$ cat src/rtl/sram_pkg.sv
// Shared definitions for the sram arbiter slice: default widths and port-select encoding.
package sram_pkg;

   localparam int DATA_WIDTH_DEF = 8;
   localparam int ADDR_WIDTH_DEF = 14;
   localparam int CNT_WIDTH_DEF  = 16;
   localparam int NUM_PORTS      = 2;

   typedef enum logic {
      PORT_A = 1'b0,
      PORT_B = 1'b1
   } port_t;

   // The port that gets priority next after 'winner' has been served.
   function automatic port_t other_port(input port_t winner);
      return (winner == PORT_A) ? PORT_B : PORT_A;
   endfunction

endpackage

$ cat src/rtl/rr_arb2.sv
// Two-way round-robin arbiter: combinational one-hot grant plus a registered priority pointer.
module rr_arb2
   import sram_pkg::*;
(
   input  logic       clk,
   input  logic       reset,
   input  logic [1:0] req,
   output logic [1:0] gnt
);

   port_t prio_reg;
   port_t prio_next;

   always_comb begin
      gnt       = 2'b00;
      prio_next = prio_reg;
      // Nothing is granted while reset is held so no access leaks out.
      if (!reset) begin
         if (req[0] && (!req[1] || prio_reg == PORT_A)) begin
            gnt[0] = 1'b1;
         end else if (req[1]) begin
            gnt[1] = 1'b1;
         end
      end
      if (gnt[0]) begin
         prio_next = other_port(PORT_A);
      end else if (gnt[1]) begin
         prio_next = other_port(PORT_B);
      end
   end

   always_ff @(posedge clk) begin
      if (reset) begin
         prio_reg <= PORT_A;
      end else begin
         prio_reg <= prio_next;
      end
   end

endmodule

$ cat src/rtl/sram_arbiter.sv
// Shares one single-port, 1-cycle-latency sram between two requesters with round-robin
// arbitration; read data is steered back to the port that issued the read.
module sram_arbiter
   import sram_pkg::*;
#(
   parameter int DATA_WIDTH = DATA_WIDTH_DEF,
   parameter int ADDR_WIDTH = ADDR_WIDTH_DEF,
   parameter int CNT_WIDTH  = CNT_WIDTH_DEF
) (
   input  logic                  clk,
   input  logic                  reset,

   input  logic                  a_req,
   input  logic                  a_we,
   input  logic [ADDR_WIDTH-1:0] a_addr,
   input  logic [DATA_WIDTH-1:0] a_wdata,
   output logic                  a_gnt,
   output logic                  a_rvalid,
   output logic [DATA_WIDTH-1:0] a_rdata,

   input  logic                  b_req,
   input  logic                  b_we,
   input  logic [ADDR_WIDTH-1:0] b_addr,
   input  logic [DATA_WIDTH-1:0] b_wdata,
   output logic                  b_gnt,
   output logic                  b_rvalid,
   output logic [DATA_WIDTH-1:0] b_rdata,

   output logic                  sram_en,
   output logic                  sram_we,
   output logic [ADDR_WIDTH-1:0] sram_addr,
   output logic [DATA_WIDTH-1:0] sram_wdata,
   input  logic [DATA_WIDTH-1:0] sram_rdata,

   output logic [CNT_WIDTH-1:0]  contention_cnt
);

   logic [NUM_PORTS-1:0]  req_vec;
   logic [NUM_PORTS-1:0]  gnt_vec;
   logic                  we_vec     [NUM_PORTS];
   logic [ADDR_WIDTH-1:0] addr_vec   [NUM_PORTS];
   logic [DATA_WIDTH-1:0] wdata_vec  [NUM_PORTS];
   logic                  pend_reg   [NUM_PORTS];
   logic                  rvalid_vec [NUM_PORTS];
   logic [DATA_WIDTH-1:0] rdata_vec  [NUM_PORTS];

   logic [CNT_WIDTH-1:0]  cnt_reg;
   logic [CNT_WIDTH-1:0]  cnt_next;

   assign req_vec      = {b_req, a_req};
   assign we_vec[0]    = a_we;
   assign we_vec[1]    = b_we;
   assign addr_vec[0]  = a_addr;
   assign addr_vec[1]  = b_addr;
   assign wdata_vec[0] = a_wdata;
   assign wdata_vec[1] = b_wdata;

   rr_arb2 u_arb (
      .clk   (clk),
      .reset (reset),
      .req   (req_vec),
      .gnt   (gnt_vec)
   );

   assign a_gnt = gnt_vec[0];
   assign b_gnt = gnt_vec[1];

   // Grant is one-hot, so the loop simply selects the winner's command.
   always_comb begin
      sram_en    = |gnt_vec;
      sram_we    = 1'b0;
      sram_addr  = '0;
      sram_wdata = '0;
      for (int i = 0; i < NUM_PORTS; i++) begin
         if (gnt_vec[i]) begin
            sram_we    = we_vec[i];
            sram_addr  = addr_vec[i];
            sram_wdata = wdata_vec[i];
         end
      end
   end

   genvar gi;
   generate
      for (gi = 0; gi < NUM_PORTS; gi++) begin : g_resp
         always_ff @(posedge clk) begin
            if (reset) begin
               pend_reg[gi] <= 1'b0;
            end else begin
               pend_reg[gi] <= gnt_vec[gi] & ~we_vec[gi];
            end
         end

         // A response still in flight when reset arrives is dropped, not presented.
         assign rvalid_vec[gi] = pend_reg[gi] & ~reset;
         assign rdata_vec[gi]  = rvalid_vec[gi] ? sram_rdata : '0;
      end
   endgenerate

   assign a_rvalid = rvalid_vec[0];
   assign a_rdata  = rdata_vec[0];
   assign b_rvalid = rvalid_vec[1];
   assign b_rdata  = rdata_vec[1];

   always_comb begin
      cnt_next = cnt_reg;
      if (a_req && b_req && (cnt_reg != {CNT_WIDTH{1'b1}})) begin
         cnt_next = cnt_reg + {{(CNT_WIDTH-1){1'b0}}, 1'b1};
      end
   end

   always_ff @(posedge clk) begin
      if (reset) begin
         cnt_reg <= '0;
      end else begin
         cnt_reg <= cnt_next;
      end
   end

   assign contention_cnt = cnt_reg;

endmodule
$ cat config.mk
export PLATFORM = sky130hd
export DESIGN_NAME = sram_arbiter
export DESIGN_NICKNAME = d
export VERILOG_FILES = /design/src/rtl/sram_pkg.sv /design/src/rtl/rr_arb2.sv /design/src/rtl/sram_arbiter.sv
export SDC_FILE = /design/constraint.sdc
export NUM_CORES = 1
export LEC_CHECK = 0
export BUFFER_PORTS_ARGS = -buffer_cell sky130_fd_sc_hd__buf_2
export CAP_MARGIN = 20
export CORE_MARGIN = 2
export CORE_UTILIZATION = 28
export CTS_CLUSTER_DIAMETER = 40
export DETAILED_ROUTE_END_ITERATION = 8
export SLEW_MARGIN = 25
export SYNTH_ARGS = -nofsm -noshare
export SYNTH_HDL_FRONTEND = slang
export SYNTH_HIERARCHICAL = 1
export SYNTH_SLANG_ARGS = --single-unit
$ cat constraint.sdc
create_clock -name clk -period 5.3 [get_ports clk]
set_input_delay 0.53 -clock clk [delete_from_list [all_inputs] [get_ports clk]]
set_output_delay 0.53 -clock clk [all_outputs]
set_load 0.1 [all_outputs]
==> results.json, run 1 <==
{
  "status": "completed",
  "first_pass_iters": 4,
  "ys_types": 41,
  "tns_ns": 0,
  "io_buffers": 117,
  "avgSynthCellArea_um2": 8.38,
  "holdPathStages": 2,
  "h-tree-depth": 1,
  "cts_hold_buf": 0,
  "ir_worst_vdd_v": 0.0000990,
  "n_fill_cell": 484,
  "num_io_pins": 118,
  "die_h_um": 73.4,
  "cp_num_cells": 6,
  "cpPeakStageDelay_ns": 0.48,
  "tightest_slew_ns": 0.719,
  "fin_crit_ns": 2.82,
  "netlist_instances": 161,
  "synth-seq-cells": 19,
  "drive_gt1_frac": 0.500,
  "period_share": 0.533,
  "initial_core_util": 0.287,
  "p_leak_nw": 1.04,
  "syn-cell-area_mm2": 0.00135,
  "totalWireLength_mm": 4.06,
  "dp.cells": 322,
  "max_freq_mhz": 354,
  "cts_buffers": 3,
  "cp_common_cell": "buf_2",
  "fin_cells": 326,
  "cts_sinks": 19,
  "wl_per_cell_um": 12.4,
  "cpMaxStageDelayCell": "a211oi_1",
  "core_area_mm2": 0.00469,
  "die_area_mm2": 0.00539,
  "ys_warn_count": 6,
  "grt_pass1_vias": 1392,
  "ff2ff_path_depth": 4,
  "rows": 25,
  "layout.area.seq_um2": 380,
  "ys_seq_area_frac": 0.282,
  "antenna_found_initial": 0,
  "skew_ns": 0.00112,
  "drt_iter0_drc": 54,
  "path_delay_family": "buffers and inverters",
  "p_per_area_mw_per_mm2": 213,
  "rsz0062_at_grt": "no",
  "drv_cap": 0,
  "clk_latency_ns": 0.25,
  "multi_input_area_um2": 895,
  "path_max_fanout": 27,
  "hold_violations": 0,
  "dr_total_vias": 1642,
  "max_slew_margin": 0.517,
  "setup_violations": 0,
  "areaGrowthSynthToFinish_pct": 48.0,
  "total_power_w": 0.000425,
  "required_ns": 4.77,
  "critPathArrivalTime_ns": 2.29,
  "grt_usage": 0.137,
  "slew_violations": 0,
  "cts_tree": "built",
  "worstSetupPathType": "in2out",
  "cts.reportedPaths.clkPinSlew_ns": 0.07,
  "overflow": 0,
  "end_kind": "output port",
  "place.gp.congestion": 0.710,
  "largest_reg_flops": 16,
  "worstPathCellList": "buf_2, a211oi_1, nor2b_1, buf_4, a22o_1, buf_2",
  "n_antenna_cell": 0,
  "place_area_mm2": 0.00195,
  "critPathBufInv": 3,
  "layout.nets": 332,
  "die_w_um": 73.4,
  "root_buffer": "clkbuf_8",
  "postCtsSetupBuffers": 0,
  "hp-class": "in2reg",
  "syn_nets": 220,
  "fin_ws_ns": 2.48,
  "stdcell_area_mm2": 0.00200,
  "drcViolationCount": 0,
  "clockBufferDepth": 2,
  "place_hpwl_mm": 3.16,
  "grt_max_degree": 28,
  "cts_resized": 0,
  "ant_nets": 0,
  "grt_pass1_wl_mm": 5.95,
  "via_per_inst": 5.04,
  "pre_cts_ws_ns": 2.47,
  "startpoint_type": "primary input"
}
kinds of logic after synthesis:
group | after synthesis | share of synthesized area
muxes | 4 | 0.0334
buffers and inverters | 14 | 0.0584
adders and majority gates | 1 | 0.00927
and+or+nand+nor | 75 | 0.353
DFF | 19 | 0.282
xor gates and xnor gates | 1 | 0.00649
AOI/OAI and AO/OA | 47 | 0.257
stage by stage:
step,hold slack [ns],utilization
final,0.447,0.425
after global placement,0.488,0.416
after CTS,0.444,0.425
after floorplan,0.583,-
after global routing,0.444,0.425
after detailed placement,0.505,0.416
final timing paths:
kind         slack, ns                  to          startpoint
min reg2reg       0.52  contention_cnt[10]  contention_cnt[10]
max reg2reg       3.22   contention_cnt[9]   contention_cnt[4]
min               0.45         pend_reg[1]                b_we
max               2.48       sram_addr[13]               reset
cell usage in the layout (no fill, tap or decap), drive strengths merged, types with 3 or more instances in the layout:
| cell type | n |
|---|---|
| o21ai | 5 |
| dfxtp | 19 |
| or4 | 6 |
| and2 | 17 |
| nor2 | 7 |
| mux2 | 4 |
| nand3 | 5 |
| a21oi | 10 |
| o31ai | 6 |
| or3 | 4 |
| nand2 | 8 |
| nor3b | 3 |
| nor2b | 9 |
| a22o | 22 |
| nor4 | 5 |
| nand4 | 5 |
| buf | 119 |
| clkbuf | 4 |
synth_stat cells:
cell | n | area [um2]
a211oi_1 | 1 | 7.51
nand3b_1 | 1 | 7.51
or4_2 | 1 | 8.76
buf_4 | 1 | 7.51
a22o_1 | 22 | 193
and3_1 | 1 | 6.26
nand2_1 | 8 | 30.0
dfxtp_1 | 19 | 380
xor2_1 | 1 | 8.76
nor3b_1 | 3 | 22.5
o21ba_2 | 1 | 10.0
and2_1 | 17 | 106
o311ai_1 | 1 | 8.76
dlygate4sd1_1 | 1 | 8.76
nand3_2 | 1 | 10.0
or3_2 | 1 | 7.51
nor2b_1 | 9 | 56.3
o31ai_1 | 6 | 45.0
nor2_1 | 7 | 26.3
a21oi_1 | 10 | 50.1
o211ai_1 | 1 | 7.51
nor4_4 | 1 | 21.3
o21ai_0 | 5 | 25.0
nand3_1 | 4 | 20.0
nor3_1 | 1 | 5.00
mux2_2 | 3 | 33.8
or4_1 | 4 | 30.0
clkbuf_1 | 8 | 30.0
mux2_1 | 1 | 11.3
nor4_1 | 4 | 25.0
and3_2 | 1 | 7.51
or2_1 | 1 | 6.26
ha_1 | 1 | 12.5
nand4_1 | 3 | 18.8
or3_1 | 3 | 18.8
inv_1 | 2 | 7.51
or4_4 | 1 | 11.3
buf_6 | 1 | 11.3
or2_2 | 1 | 6.26
nand4_2 | 2 | 25.0
clkbuf_8 | 1 | 13.8
routing by layer:
| layer | up-vias | track usage | routed length [um] |
|---|---|---|---|
| met5 | - | 0 | 0 |
| met4 | 0 | 0.0545 | 59 |
| met3 | 5 | 0.0110 | 209 |
| met2 | 58 | 0.229 | 2000 |
| met1 | 748 | 0.182 | 1780 |
| li1 | 831 | - | - |
where the power goes:
part / internal (W) / leakage, nW / total, W / switching, W
registers: 0.000144 / 0.154 / 0.000146 / 0.00000131
clock network: 0.0000535 / 0.0228 / 0.000101 / 0.0000479
logic: 0.0000380 / 0.862 / 0.000178 / 0.000140
cell type report:
class / instances / share of cell area
well taps: 54 / 0.0339
multi-input cells: 128 / 0.448
inverters: 2 / 0.00376
repair buffers: 119 / 0.301
flip-flops and latches: 19 / 0.191
clock buffers: 4 / 0.0226
No activity file was read; power rests on OpenSTA's default activity.
==> inputs of run 2 (changes only) <==
--- a/config.mk
+++ b/config.mk
@@ -5,6 +5,7 @@
 export SDC_FILE = /design/constraint.sdc
 export NUM_CORES = 1
 export LEC_CHECK = 0
+export ABC_AREA = 1
 export BUFFER_PORTS_ARGS = -buffer_cell sky130_fd_sc_hd__buf_2
 export CAP_MARGIN = 20
 export CORE_MARGIN = 2
==> constraint.sdc (replaced) <==
create_clock -name clk -period 2.4 [get_ports clk]
set_input_delay 0.24 -clock clk [delete_from_list [all_inputs] [get_ports clk]]
set_output_delay 0.24 -clock clk [all_outputs]
set_load 0.1 [all_outputs]
==> run 2 against run 1 <==
Clock power rose by 130%; sequential share of layout area down 4.3 points; non-clock buffer count is 2 higher; worst hold slack got worse by 0.29 ns; final cell count increased by 41%; combinational power increased to 3.0 times the previous value; core utilization rose by 8.0 points; clock skew increased by 0.0031 ns.
==> results.json, run 2 <==
{
  "synth_top_cell_by_area": "nand2_1",
  "tightest_slew_ns": 0.718,
  "cts_hold_buf": 0,
  "mostFrequentLayoutCell": "nand2_1",
  "reg2reg_to": "contention_cnt[8]",
  "totalWireLength_mm": 4.92,
  "num_io_pins": 118,
  "status": "completed",
  "ys_warn_count": 6,
  "hp-class": "in2reg",
  "layout.nets": 451,
  "place.gp.congestion": 0.820,
  "cpPeakStageDelay_ns": 0.52,
  "mostFrequentLayoutCells": "nand2_1 (102), buf_2 (92), nor2_1 (59), nand3_1 (33), buf_12 (25)",
  "hold_violations": 0,
  "clk_latency_ns": 0.26,
  "areaGrowthSynthToFinish_pct": 73.9,
  "ys.flop_type": "dfxtp_1",
  "fin_cells": 461,
  "synth-seq-cells": 19,
  "drv_cap": 0,
  "critPathArrivalTime_ns": 1.85,
  "h-tree-depth": 1,
  "max_slew_margin": 0.520,
  "yosysMostFrequentCell": "nand2_1",
  "io_buffers": 117,
  "ys_seq_area_frac": 0.256,
  "die_w_um": 76.8,
  "rsz0062_at_grt": "no",
  "layout.area.seq_um2": 380,
  "overflow": 0,
  "p_leak_nw": 1.46,
  "cts_tree": "built",
  "wl_per_cell_um": 10.7,
  "ant_nets": 0,
  "drt_iter0_drc": 53,
  "dp.cells": 457,
  "ff2ff_path_depth": 10,
  "cts_resized": 0,
  "slew_violations": 0,
  "core_area_mm2": 0.00511,
  "crit_start": "u_arb/prio_reg",
  "n_antenna_cell": 0,
  "cpMaxStageDelayCell": "inv_1",
  "dr_total_vias": 2010,
  "synth_common_cells": "nand2_1 (102), nor2_1 (60), nand3_1 (33), inv_1 (23), dfxtp_1 (19)",
  "place_hpwl_mm": 4.04,
  "syn-cell-area_mm2": 0.00148,
  "cts.reportedPaths.clkPinSlew_ns": 0.07,
  "root_buffer": "clkbuf_8",
  "ys_types": 20,
  "drive_gt1_frac": 0.366,
  "path_max_fanout": 25,
  "synth_top_cell_area_share": 0.258,
  "skew_ns": 0.00422,
  "period_share": 0.869,
  "synth_edf_count": 0,
  "end_kind": "output port",
  "r2r_slack_ns": 0.95,
  "hp-start": "b_we",
  "crit_end": "sram_we",
  "avgSynthCellArea_um2": 5.42,
  "postCtsSetupBuffers": 0,
  "timing.rr.start": "contention_cnt[0]",
  "fin_crit_ns": 2.09,
  "clockBufferDepth": 2,
  "n_fill_cell": 533,
  "grt_pass1_wl_mm": 8.16,
  "die_area_mm2": 0.00590,
  "p_per_area_mw_per_mm2": 425,
  "largest_reg_flops": 16,
  "tns_ns": 0,
  "grt_max_degree": 26,
  "ir_worst_vdd_v": 0.000192,
  "rows": 26,
  "grt_usage": 0.166,
  "cts_buffers": 3,
  "max_freq_mhz": 479,
  "initial_core_util": 0.291,
  "synthTopCellsByArea": "nand2_1 (26%), dfxtp_1 (26%), nor2_1 (15%)",
  "antenna_found_initial": 0,
  "first_pass_iters": 4,
  "cts_sinks": 19,
  "syn_nets": 333,
  "worstPathCellList": "nor2_1, nor2_4, inv_1, nand3_1, nand2_1, buf_12",
  "grt_pass1_vias": 1860,
  "worstSetupPathType": "reg2out",
  "via_per_inst": 4.36,
  "required_ns": 2.16,
  "multi_input_area_um2": 978,
  "setup_violations": 0,
  "netlist_instances": 274,
  "drcViolationCount": 0,
  "die_h_um": 76.8,
  "synth-async-reset-ratio": 0,
  "holdPathStages": 2,
  "startpoint_type": "flip-flop"
}
run 2: cell type report:
cell class	count	share of cell area
Timing Repair Buffer	121	0.384
Multi-Input combinational cell	221	0.379
Sequential cell	19	0.147
Inverter	26	0.0378
Tap cell	70	0.0339
Clock buffer	4	0.0175
run 2: routing by layer:
metal / global-route usage / vias to the layer above / part of all wire
met1: 0.172 / 861 / 0.40
met2: 0.311 / 73 / 0.51
met3: 0.0576 / 9 / 0.078
met4: 0.0527 / 0 / 0.017
met5: 0 / - / 0
li1: - / 1067 / -
run 2: logic make-up after synthesis:
group	share of synthesized area
AND/OR/NAND/NOR	0.621
flip-flops	0.256
AO/OA/AOI/OAI	0.0244
adder cells (fa/ha/maj)	0.00843
buffers and inverters	0.0894
run 2: worst min-delay path by stage:
stage / endpoint / slack (ns)
final: pend_reg[1] / 0.16
after global routing: pend_reg[1] / 0.15
after CTS: pend_reg[1] / 0.15
after detailed placement: pend_reg[1] / 0.43
after global placement: pend_reg[1] / 0.43
after floorplan: pend_reg[0] / 0.32
run 2: power breakdown:
part           leakage, nW  internal [W]  switching [W]
clock network       0.0228      0.000118       0.000110
registers            0.154      0.000321     0.00000520
logic                 1.28      0.000173       0.000368
total                 1.46      0.000612       0.000484
run 2: critical path: cells and delay by family (launching register included):
kind                   cells  cell delay (ns)
buffers and inverters      2             0.70
AND/OR/NAND/NOR            4             0.54
flip-flops                 1             0.32
run 2: through the flow:
step           hold slack, ns  total power (W)  cell area, um2  setup WS (ns)  utilization
2_1_floorplan           0.317         0.000672            1490         0.0939            -
3_3_place_gp            0.426         0.000876            2530          0.579        0.496
3_5_place_dp            0.428         0.000878            2530          0.516        0.496
4_1_cts                 0.146          0.00111            2580          0.293        0.505
5_1_grt                 0.155          0.00114            2580         0.0976        0.505
6_report                0.156          0.00110            2580          0.314        0.505
